### config.mk
export PLATFORM = sky130hd
export DESIGN_NAME = fpu_result_streamer
export DESIGN_NICKNAME = d
export VERILOG_FILES = /design/src/rtl/fpu_result_streamer.sv
export SDC_FILE = /design/constraint.sdc
export NUM_CORES = 1
export LEC_CHECK = 0
export BUFFER_PORTS_ARGS = -buffer_cell sky130_fd_sc_hd__buf_2
export CORE_ASPECT_RATIO = 0.75
export CORE_MARGIN = 2
export CORE_UTILIZATION = 59
export CTS_CLUSTER_SIZE = 30
export DETAILED_ROUTE_END_ITERATION = 8
export PLACE_DENSITY = 0.82
export SLEW_MARGIN = 20
export SYNTH_ARGS = -nofsm -noshare
export SYNTH_HDL_FRONTEND = slang
export SYNTH_SLANG_ARGS = --single-unit
### constraint.sdc
create_clock -name clk -period 3 [get_ports clk]
set_input_delay 0.15 -clock clk [delete_from_list [all_inputs] [get_ports clk]]
set_output_delay 0.15 -clock clk [all_outputs]
set_load 0.01 [all_outputs]
### src/rtl/fpu_result_streamer.sv
// FIFO-buffered serializer: 32-bit FPU results out as LSB-first byte frames.
// Define FPU_STREAM_CHECKSUM_EN to append an XOR checksum byte to every frame.
module fpu_result_streamer #(
    parameter int DEPTH = 4,
    parameter int LW    = $clog2(DEPTH) + 1
) (
    input  logic          clk,
    input  logic          rst,
    input  logic [31:0]   in_data,
    input  logic          in_valid,
    output logic          in_ready,
    output logic [7:0]    out_byte,
    output logic          out_valid,
    input  logic          out_ready,
    output logic          out_first,
    output logic          out_last,
    output logic [LW-1:0] fifo_level,
    output logic          busy
);
    localparam int PW = $clog2(DEPTH);
`ifdef FPU_STREAM_CHECKSUM_EN
    localparam int NB = 5;
`else
    localparam int NB = 4;
`endif
    localparam logic [2:0]    LAST_IDX   = 3'(NB - 1);
    localparam logic [LW-1:0] FULL_LEVEL = LW'(DEPTH);

    typedef enum logic {IDLE, SEND} state_t;

    logic [31:0]   r_mem [DEPTH];
    logic [PW-1:0] r_wr_ptr;
    logic [PW-1:0] r_rd_ptr;
    logic [LW-1:0] r_level;

    state_t        r_state;
    logic [23:0]   r_shift;      // bytes 1..3 of the frame; byte 0 is loaded straight into r_out_byte
    logic [2:0]    r_idx;
    logic [7:0]    r_out_byte;
    logic          r_out_valid;
    logic          r_out_first;
    logic          r_out_last;
`ifdef FPU_STREAM_CHECKSUM_EN
    logic [7:0]    r_csum;
`endif

    logic          w_empty;
    logic          w_push;
    logic          w_hs;
    logic          w_frame_end;
    logic          w_pop;
    logic [31:0]   w_head;
    logic [7:0]    w_next_byte;

    assign w_empty     = (r_level == '0);
    assign in_ready    = !rst && (r_level != FULL_LEVEL);
    assign w_push      = in_valid && in_ready;
    assign w_hs        = r_out_valid && out_ready;
    assign w_frame_end = w_hs && (r_idx == LAST_IDX);
    // Pop either to start from idle or to chain the next frame with no bubble.
    assign w_pop       = !w_empty && ((r_state == IDLE) || w_frame_end);
    assign w_head      = r_mem[r_rd_ptr];

`ifdef FPU_STREAM_CHECKSUM_EN
    assign w_next_byte = (r_idx == 3'd3) ? (r_csum ^ r_out_byte) : r_shift[7:0];
`else
    assign w_next_byte = r_shift[7:0];
`endif

    // NOTE: the storage array is deliberately not reset; r_level gates every read, so stale words are never seen.
    always_ff @(posedge clk) begin
        if (w_push) begin
            r_mem[r_wr_ptr] <= in_data;
        end
    end

    // NOTE: all state uses non-blocking assignments so every register samples pre-edge values.
    always_ff @(posedge clk) begin
        if (rst) begin
            r_wr_ptr <= '0;
            r_rd_ptr <= '0;
            r_level  <= '0;
        end else begin
            if (w_push) begin
                r_wr_ptr <= r_wr_ptr + PW'(1);
            end
            if (w_pop) begin
                r_rd_ptr <= r_rd_ptr + PW'(1);
            end
            if (w_push && !w_pop) begin
                r_level <= r_level + LW'(1);
            end else if (!w_push && w_pop) begin
                r_level <= r_level - LW'(1);
            end
        end
    end

    always_ff @(posedge clk) begin
        if (rst) begin
            r_state     <= IDLE;
            r_shift     <= '0;
            r_idx       <= '0;
            r_out_byte  <= '0;
            r_out_valid <= 1'b0;
            r_out_first <= 1'b0;
            r_out_last  <= 1'b0;
`ifdef FPU_STREAM_CHECKSUM_EN
            r_csum      <= '0;
`endif
        end else if (w_pop) begin
            r_state     <= SEND;
            r_shift     <= w_head[31:8];
            r_idx       <= '0;
            r_out_byte  <= w_head[7:0];
            r_out_valid <= 1'b1;
            r_out_first <= 1'b1;
            r_out_last  <= 1'b0;
`ifdef FPU_STREAM_CHECKSUM_EN
            r_csum      <= '0;
`endif
        end else if (w_frame_end) begin
            r_state     <= IDLE;
            r_out_byte  <= '0;
            r_out_valid <= 1'b0;
            r_out_first <= 1'b0;
            r_out_last  <= 1'b0;
        end else if (w_hs) begin
            r_shift     <= r_shift >> 8;
            r_idx       <= r_idx + 3'd1;
            r_out_byte  <= w_next_byte;
            r_out_first <= 1'b0;
            r_out_last  <= ((r_idx + 3'd1) == LAST_IDX);
`ifdef FPU_STREAM_CHECKSUM_EN
            r_csum      <= r_csum ^ r_out_byte;
`endif
        end
    end

    assign out_byte   = r_out_byte;
    assign out_valid  = r_out_valid;
    assign out_first  = r_out_first;
    assign out_last   = r_out_last;
    assign fifo_level = r_level;
    assign busy       = !w_empty || (r_state == SEND);

endmodule

# Word-level counts from Yosys, hierarchy flattened
# Memories as Yosys holds them, arrays and structs flattened. A register that Yosys moved wholly into a read port is not among the register bits.
# Cells that the tools add are included.
# op_classes
n_mux	17
eq_ne	4
reduce_logical	22
add_sub_neg	5
n_bitwise	2
# op_table
op	count
2-to-1 mux 24 bit	3
2-to-1 mux 8 bit	3
logical AND 1 bit	7
2-to-1 mux 1 bit	7
adder 3 x 1 -> 3 bit, second input constant	2
equality test 3 x 2 -> 1 bit, second input constant	2
2-to-1 mux 3 bit	2
nonzero test 2 bit	3
adder 2 x 1 -> 2 bit, second input constant	2
logical NOT 1 bit	4
2-to-1 mux 2 bit	2
AND reduction 2 bit	2
logical NOT 3 bit	1
!= test 3 bit, second input constant	1
nonzero test 3 bit	1
OR reduction 3 bit	1
subtractor 3 x 1 -> 3 bit, second input constant	1
logical OR 1 bit	2
!= test 2 x 1 -> 1 bit, second input constant	1
inverter 1 bit	2
OR reduction 2 bit	1
# totals
in_bits	36
reg_bits	45
ram_bits	128
mem_count	1
output_inout_bits	16
# memory_table
memory	depth	word_bits	read_ports	rd_clocked_by_memory_dff	wr	line	rtl
r_mem	4	32	1	1	1	31	logic [31:0] r_mem [DEPTH];

# Depth between registers and ports, before layout
# Gate-level depths: netlist (run 1).
# logic_depth
ltp_word	7
mapped_depth	12

# Worst setup path after synthesis (run 1)
# Ideal clock, no wire load.
# synth_path
kind	register to register
startpoint	register r_level[2] (netlist: fifo_level[2])
endpoint	register r_level[2] (netlist: fifo_level[2])
setup_time_ns	0.071
setup_slack_ns	0.425
path_stages_with_launch	12
n_path_buf	2
arrival_time_ns	2.504
cell_sequence	dfxtp_1 > or3_1 > buf_6 > and2_4 > inv_6 > buf_12 > ha_1 > inv_1 > fa_1 > xor2_1 > or3_2 > a21oi_1
# synth_via
elab_chain_len	6
elab_cells_between_ends	15
# synth_lines
element	line	rtl
start, declared	34	logic [LW-1:0] r_level;
start signal, assigned	91	r_level <= r_level + LW'(1);
start signal, assigned	93	r_level <= r_level - LW'(1);
parallel branches: the longest is 6 deep, another holds subtractor 3 x 1 -> 3 bit	n/a	
# Several ways; the timed one is not identified. The select of a mux whose other input is x is not followed.
# A chain may end at the register's enable or synchronous reset.

# Worst setup path after layout (run 1)
# layout_path
startpoint	register r_idx[0]
endpoint	register r_level[2] (netlist: fifo_level[2])
# layout_via
elab_chain_len	7
elab_cells_between_ends	9
# layout_lines
element	line	rtl
start, declared	38	logic [2:0] r_idx;
start signal, assigned	129	r_idx <= r_idx + 3'd1;
equality test 3 x 2 -> 1 bit (*)	59	assign w_frame_end = w_hs && (r_idx == LAST_IDX);
logical AND 1 bit (*)	59	
logical OR 1 bit (*)	61	assign w_pop = !w_empty && ((r_state == IDLE) || w_frame_end);
logical AND 1 bit (*)	61	
logical NOT 1 bit	90	if (w_push && !w_pop) begin
logical AND 1 bit	90	
2-to-1 mux 3 bit or nonzero test 2 bit (tied branches)	n/a	
# Every way passes the cells marked *; elsewhere a longest branch is shown, timed or not.

==> impl_metrics.ini, run 1 <==
[setup_path]
required_ns = 3.35
crit_path_max_fanout = 18
worst_ep_arrival_time_ns = 3.09
critPathKind = flip-flop to flip-flop
cp-end-kind = flip-flop
critPathLaunchType = flip-flop

[synthesis]
synth_flop_cell = edfxtp_1
ys_seq_elements = 175
syn_area_um2 = 6850
yosysSeqAreaShare = 0.698
synth_edf_count = 128
async_flop_share = 0
synthDistinctLibCells = 42
synthCells = 415
avgSynthCellArea_um2 = 16.5
synth_nets = 460
yosysWarnings = 0

[floorplanning]
die_w_um = 128
num_rows = 34
ios = 52
die_area_um2 = 12500
die_y_um = 97.3
initial_core_util = 0.599
fp.coreArea_um2 = 11400

[detailed_routing]
dr.pass1.iters = 5
drt-vias-per-instance = 5.79
wl_per_cell_um = 19.9
num_vias = 3841
drt_iter0_drc = 263
drc = 0
ant_nets = 0
wirelength_um = 13200

[timing]
rsz0062_at_grt = false
finalSetupTns_ns = 0
slew_headroom = 0.588
fin_crit_ns = 2.74
setup_viol = 0
finalCritPeriodShare = 0.914
fin_ws_ns = 0.259
holdWs_ns = 0.0823
slew_viol_final = 0
skew_ns = 0.00733
hold_viol = 0
fmax_mhz = 365
tightest_slew_ns = 0.615

[global_route]
grt_pass1_wl_um = 21400
antenna_found_initial = 0
grt_max_degree = 48
grt_overflow = 0
grtUsageTotal = 0.233
grt_pass1_vias = 4065

[place]
placed_area_um2 = 7240
gp_congestion = 0.849
place_ws_ns = 0.196
post-dp-hpwl_um = 7880
port_buffers = 51

[final_layout]
fin_area_um2 = 8220
mostFrequentLayoutCell = edfxtp_1
area.growth.synth_to_final_pct = 20.0
drive_gt1_frac = 0.285
layout_common_cells = edfxtp_1, buf_2, dfxtp_1
n_antenna_cell = 0
final_nets = 551

[clocking]
clock_sinks = 175
cts_root_buf = clkbuf_16
cts_tree = yes
clk_latency_ns = 0.43
clockBufferDepth = 2
cts_buffers = 17
clk_pin_slew_worst_paths_ns = 0.06
post-cts-setup-buffers = 0
h-tree-depth = 4

[min_path]
hp-class = primary input to flip-flop

[power_and_ir_drop]
leakage_uw = 0.00289
ir_drop_uv = 562
power_density_nw_per_um2 = 921

[run_status]
status = complete, no violations

[job]
drv_cap = 0
-- through the flow --
stage	cells	util	power (uW)
6_report	663	0.719	7570
5_1_grt	663	0.719	7910
4_1_cts	663	0.718	7590
3_5_place_dp	599	0.632	5080
3_3_place_gp	599	0.632	5000
2_1_floorplan	415	-	4680
-- sequential cells by signal, summed over array words and instances, names as in the netlist, named ones only --
name and flops:
r_idx 3, out_last 1, out_first 1, out_valid 1, out_byte 8, r_mem 128, r_rd_ptr 2, r_shift 24
fifo_level 3, r_wr_ptr 2
-- cell usage after synthesis (2+ instances only) --
cell type,instances,share of area
nand2b_1,2,0.0018
a22oi_1,7,0.0077
a21oi_1,20,0.015
buf_2,5,0.0037
nor3_1,2,0.0015
edfxtp_1,128,0.56
o21ai_0,9,0.0066
inv_1,15,0.0082
a211oi_1,4,0.0044
nand2_1,28,0.015
a211oi_2,13,0.024
xor2_1,3,0.0038
nor2_1,34,0.019
buf_1,3,0.0016
clkbuf_1,7,0.0038
nor2b_1,9,0.0082
dfxtp_1,47,0.14
xnor2_1,2,0.0026
a221oi_1,8,0.010
ha_1,8,0.015
and2_1,4,0.0037
mux4_2,32,0.11
buf_6,6,0.0099
-- cell families after synthesis --
logic type | after synthesis | synth area share
buffers and inverters | 39 | 0.0325
adder cells (fa/ha/maj) | 9 | 0.0175
XOR/XNOR | 6 | 0.00876
AO/OA/AOI/OAI | 69 | 0.0825
flip-flops | 175 | 0.698
multiplexers | 33 | 0.107
AND/OR/NAND/NOR | 84 | 0.0540
-- metal layers --
metal	vias up	share of wire	global-route usage
li1	1763	-	-
met1	1932	0.44	0.320
met2	125	0.49	0.363
met3	21	0.053	0.0639
met4	0	0.016	0.0837
met5	-	0	0
-- report_power, final --
part	internal (uW)	switching [uW]
registers	2900	185
clock network	1590	865
logic	848	1190
-- critical path, stage by stage (launching register included) --
cell and delay, ns:
dfxtp_1 0.33, ha_1 0.20, ha_2 0.24, a21bo_2 0.23, and2_4 0.16, inv_6 0.13, ha_1 0.20, inv_1 0.06
fa_1 0.37, xor2_1 0.18, or3_2 0.41, a21oi_1 0.15
-- repair_timing --
action | CTS | global route
resized for setup | 0 | 1
setup endpoints to repair | 0 | 1
endpoints found under the hold margin | 128 | 0
hold buffers | 32 | 0
-- worst paths after layout --
| kind | cells past startpoint | to | from | slack (ns) |
|---|---|---|---|---|
| hold reg to reg | 2 | out_byte[5] | out_byte[5] | 0.48 |
| hold / removal | 4 | r_wr_ptr[1] | rst | 0.08 |
| setup / recovery | 11 | fifo_level[2] | r_idx[0] | 0.26 |
| setup reg to reg | 11 | fifo_level[2] | r_idx[0] | 0.26 |
-- area by class of cell --
cell class | instances | area (um^2)
flip-flops and latches | 175 | 4790
multi-input cells | 201 | 1850
fillers | 687 | 3220
inverters | 16 | 65.1
well taps | 144 | 180
clock buffers | 22 | 454
repair buffers | 95 | 678
clock inverters | 10 | 210
(Power assumes the default switching activity.)
==> inputs of run 2 (changes only) <==
- ABC_AREA: default -> 1
- CORE_MARGIN: 2 -> 4
- CORE_UTILIZATION: 59 -> 60
- PLACE_DENSITY: 0.82 -> 0.83
==> run 2 against run 1 <==
Against the previous run:
- cell count increased by 60%
- sequential share of layout area decreased by 4.1 points
- worst hold slack improved by 0.052 ns
- count of clock-buffer cells in the layout decreased by 5
- clock skew increased by 0.0012 ns
- largest power group unchanged
- critical path type unchanged
==> impl_metrics.ini, run 2 <==
[setup_path]
timing.rr.end = fifo_level[2]
critPathLaunchType = flip-flop
cp-end-kind = flip-flop
crit_chain = ha_1 -> ha_1 -> nand3_4 -> nand2_2 -> nand2_2 -> ha_1 -> inv_1 -> fa_1 -> nor2_1 -> nor2_1 -> nand2_1 -> o21ai_0 -> a21oi_1
slowest_stage = fa_1
r2r_cells = 13
crit_family = adder cells
path_buf_inv = 1
required_ns = 3.36
critPathKind = flip-flop to flip-flop
crit-reg2reg-launch = r_idx[1]
crit_start = r_idx[1]
slowest_delay_ns = 0.38
path_common_cell = ha_1
worst_ep_arrival_time_ns = 2.64
rrSetupSlack_ns = 0.72
crit_path_max_fanout = 9

[global_route]
grt_overflow = 0
antenna_found_initial = 0
grt_pass1_wl_um = 24900
grt_pass1_vias = 5098
grtUsageTotal = 0.225
grt_max_degree = 69

[floorplanning]
ios = 52
num_rows = 35
die_w_um = 138
die_area_um2 = 14500
fp.coreArea_um2 = 12300
die_y_um = 105
initial_core_util = 0.614

[synthesis]
yosysMostFrequentCell = nand2_1
synthCells = 808
avgSynthCellArea_um2 = 9.35
synthTopCellsByCount = nand2_1, inv_1, edfxtp_1
syn_area_um2 = 7550
yosysWarnings = 0
synth_edf_count = 128
yosysSeqAreaShare = 0.633
ys_seq_elements = 175
synth.top_cell.area_share = 0.509
synth_flop_cell = edfxtp_1
async_flop_share = 0
synthTopCellsByArea = edfxtp_1, dfxtp_1, nand2_1
synthDistinctLibCells = 26
synth_nets = 853
yosys.area.top_type = edfxtp_1

[detailed_routing]
wl_per_cell_um = 14.3
drt_iter0_drc = 400
drc = 0
wirelength_um = 15200
num_vias = 5339
drt-vias-per-instance = 5.02
dr.pass1.iters = 5
ant_nets = 0

[timing]
slew_viol_final = 0
hold_viol = 0
setup_viol = 0
fin_crit_ns = 2.28
fin_ws_ns = 0.720
fmax_mhz = 439
finalSetupTns_ns = 0
rsz0062_at_grt = false
skew_ns = 0.00854
finalCritPeriodShare = 0.760
slew_headroom = 0.349
tightest_slew_ns = 0.976

[clocking]
h-tree-depth = 4
cts_tree = yes
clk_latency_ns = 0.43
ctsResizeCount = 0
cts_buffers = 17
clockBufferDepth = 2
clk_pin_slew_worst_paths_ns = 0.07
cts_root_buf = clkbuf_16
clock_sinks = 175

[place]
port_buffers = 51
post-dp-hpwl_um = 8600
gp_congestion = 0.799
place_ws_ns = 0.752

[final_layout]
layout_common_cells = nand2_1, inv_1, edfxtp_1
final_nets = 930
drive_gt1_frac = 0.121
mostFrequentLayoutCell = nand2_1
area.growth.synth_to_final_pct = 17.0
n_antenna_cell = 0
largest-register = r_mem
largest_reg_flops = 128
fill_cells = 905

[min_path]
holdPathEnd = out_last
min_from = out_ready
whs_path_depth = 3
hp-class = primary input to flip-flop

[run_status]
status = complete, no violations

[power_and_ir_drop]
total_power_uw = 7850
power_density_nw_per_um2 = 888
ir_drop_uv = 511
leakage_uw = 0.00397

[job]
drv_cap = 0
-- run 2: cell count changes in the layout (fill, tap and decap cells not counted), sizes merged, moves of 5 or more --
| cell | delta |
|---|---|
| a22oi | -8 |
| a221oi | -8 |
| inv | +147 |
| clkbuf | -5 |
| a211oi | -17 |
| a21oi | +28 |
| nor2b | -9 |
| and2 | -5 |
| mux4 | -32 |
| nand2 | +199 |
| nor2 | +22 |
| o21ai | +27 |
| nand3 | +62 |
-- run 2: cells by family after synthesis --
family                     synth area share
adders and majority gates            0.0159
AOI/OAI and AO/OA                    0.0585
and+or+nand+nor                       0.192
xor gates and xnor gates            0.00116
DFF                                   0.633
buffers and inverters                0.0995
-- run 2: how the worst max path moves through the flow --
stage | endpoint | slack (ns) | depth (start not counted)
final | fifo_level[2] | 0.72 | 13
after detailed placement | fifo_level[2] | 0.75 | 13
after floorplan | r_mem[0][0] | 0.37 | 4
after global placement | fifo_level[2] | 0.87 | 13
after global routing | fifo_level[2] | 0.60 | 13
after CTS | fifo_level[2] | 0.74 | 13
-- run 2: repair_timing --
action | CTS | global route
hold buffers | 32 | 0
endpoints found under the hold margin | 128 | 0
setup buffers | 0 | 0
-- run 2: routing by layer --
layer  GRT usage  routed length, um  part of all wire
met1       0.304               6860              0.45
met2       0.350               7220              0.47
met3      0.0563                906             0.059
met4      0.0862                247             0.016
met5           0                  0                 0
-- run 2: final cells by class --
type	count	area [um^2]	share of cell area
clock buffer	17	425	0.0481
sequential	175	4790	0.541
tap	166	208	0.0235
multi-input combinational	445	2030	0.229
inverter	154	578	0.0654
timing repair buffer	92	643	0.0728
clock inverter	15	171	0.0194
-- run 2: worst register-to-register path: stages, from the launching register on --
cell	delay, ns
dfxtp_1	0.34
ha_1	0.20
ha_1	0.28
nand3_4	0.17
nand2_2	0.08
nand2_2	0.07
ha_1	0.14
inv_1	0.07
fa_1	0.38
nor2_1	0.12
nor2_1	0.05
nand2_1	0.08
o21ai_0	0.09
a21oi_1	0.15
-- run 2: stage by stage --
step | util | instance area (um^2) | std cells | hold WS [ns]
3_3_place_gp | 0.644 | 7920 | 1000 | 0.365
2_1_floorplan | - | 7550 | 808 | 0.249
3_5_place_dp | 0.644 | 7920 | 1000 | 0.364
4_1_cts | 0.718 | 8840 | 1064 | 0.126
5_1_grt | 0.718 | 8840 | 1064 | 0.173
6_report | 0.718 | 8840 | 1064 | 0.135
-- run 2: power breakdown --
part | leakage (uW) | total, uW | internal [uW] | switching (uW)
Combinational | 0.00213 | 2550 | 805 | 1740
Clock | 0.000293 | 2240 | 1260 | 986
Sequential | 0.00155 | 3060 | 2900 | 159
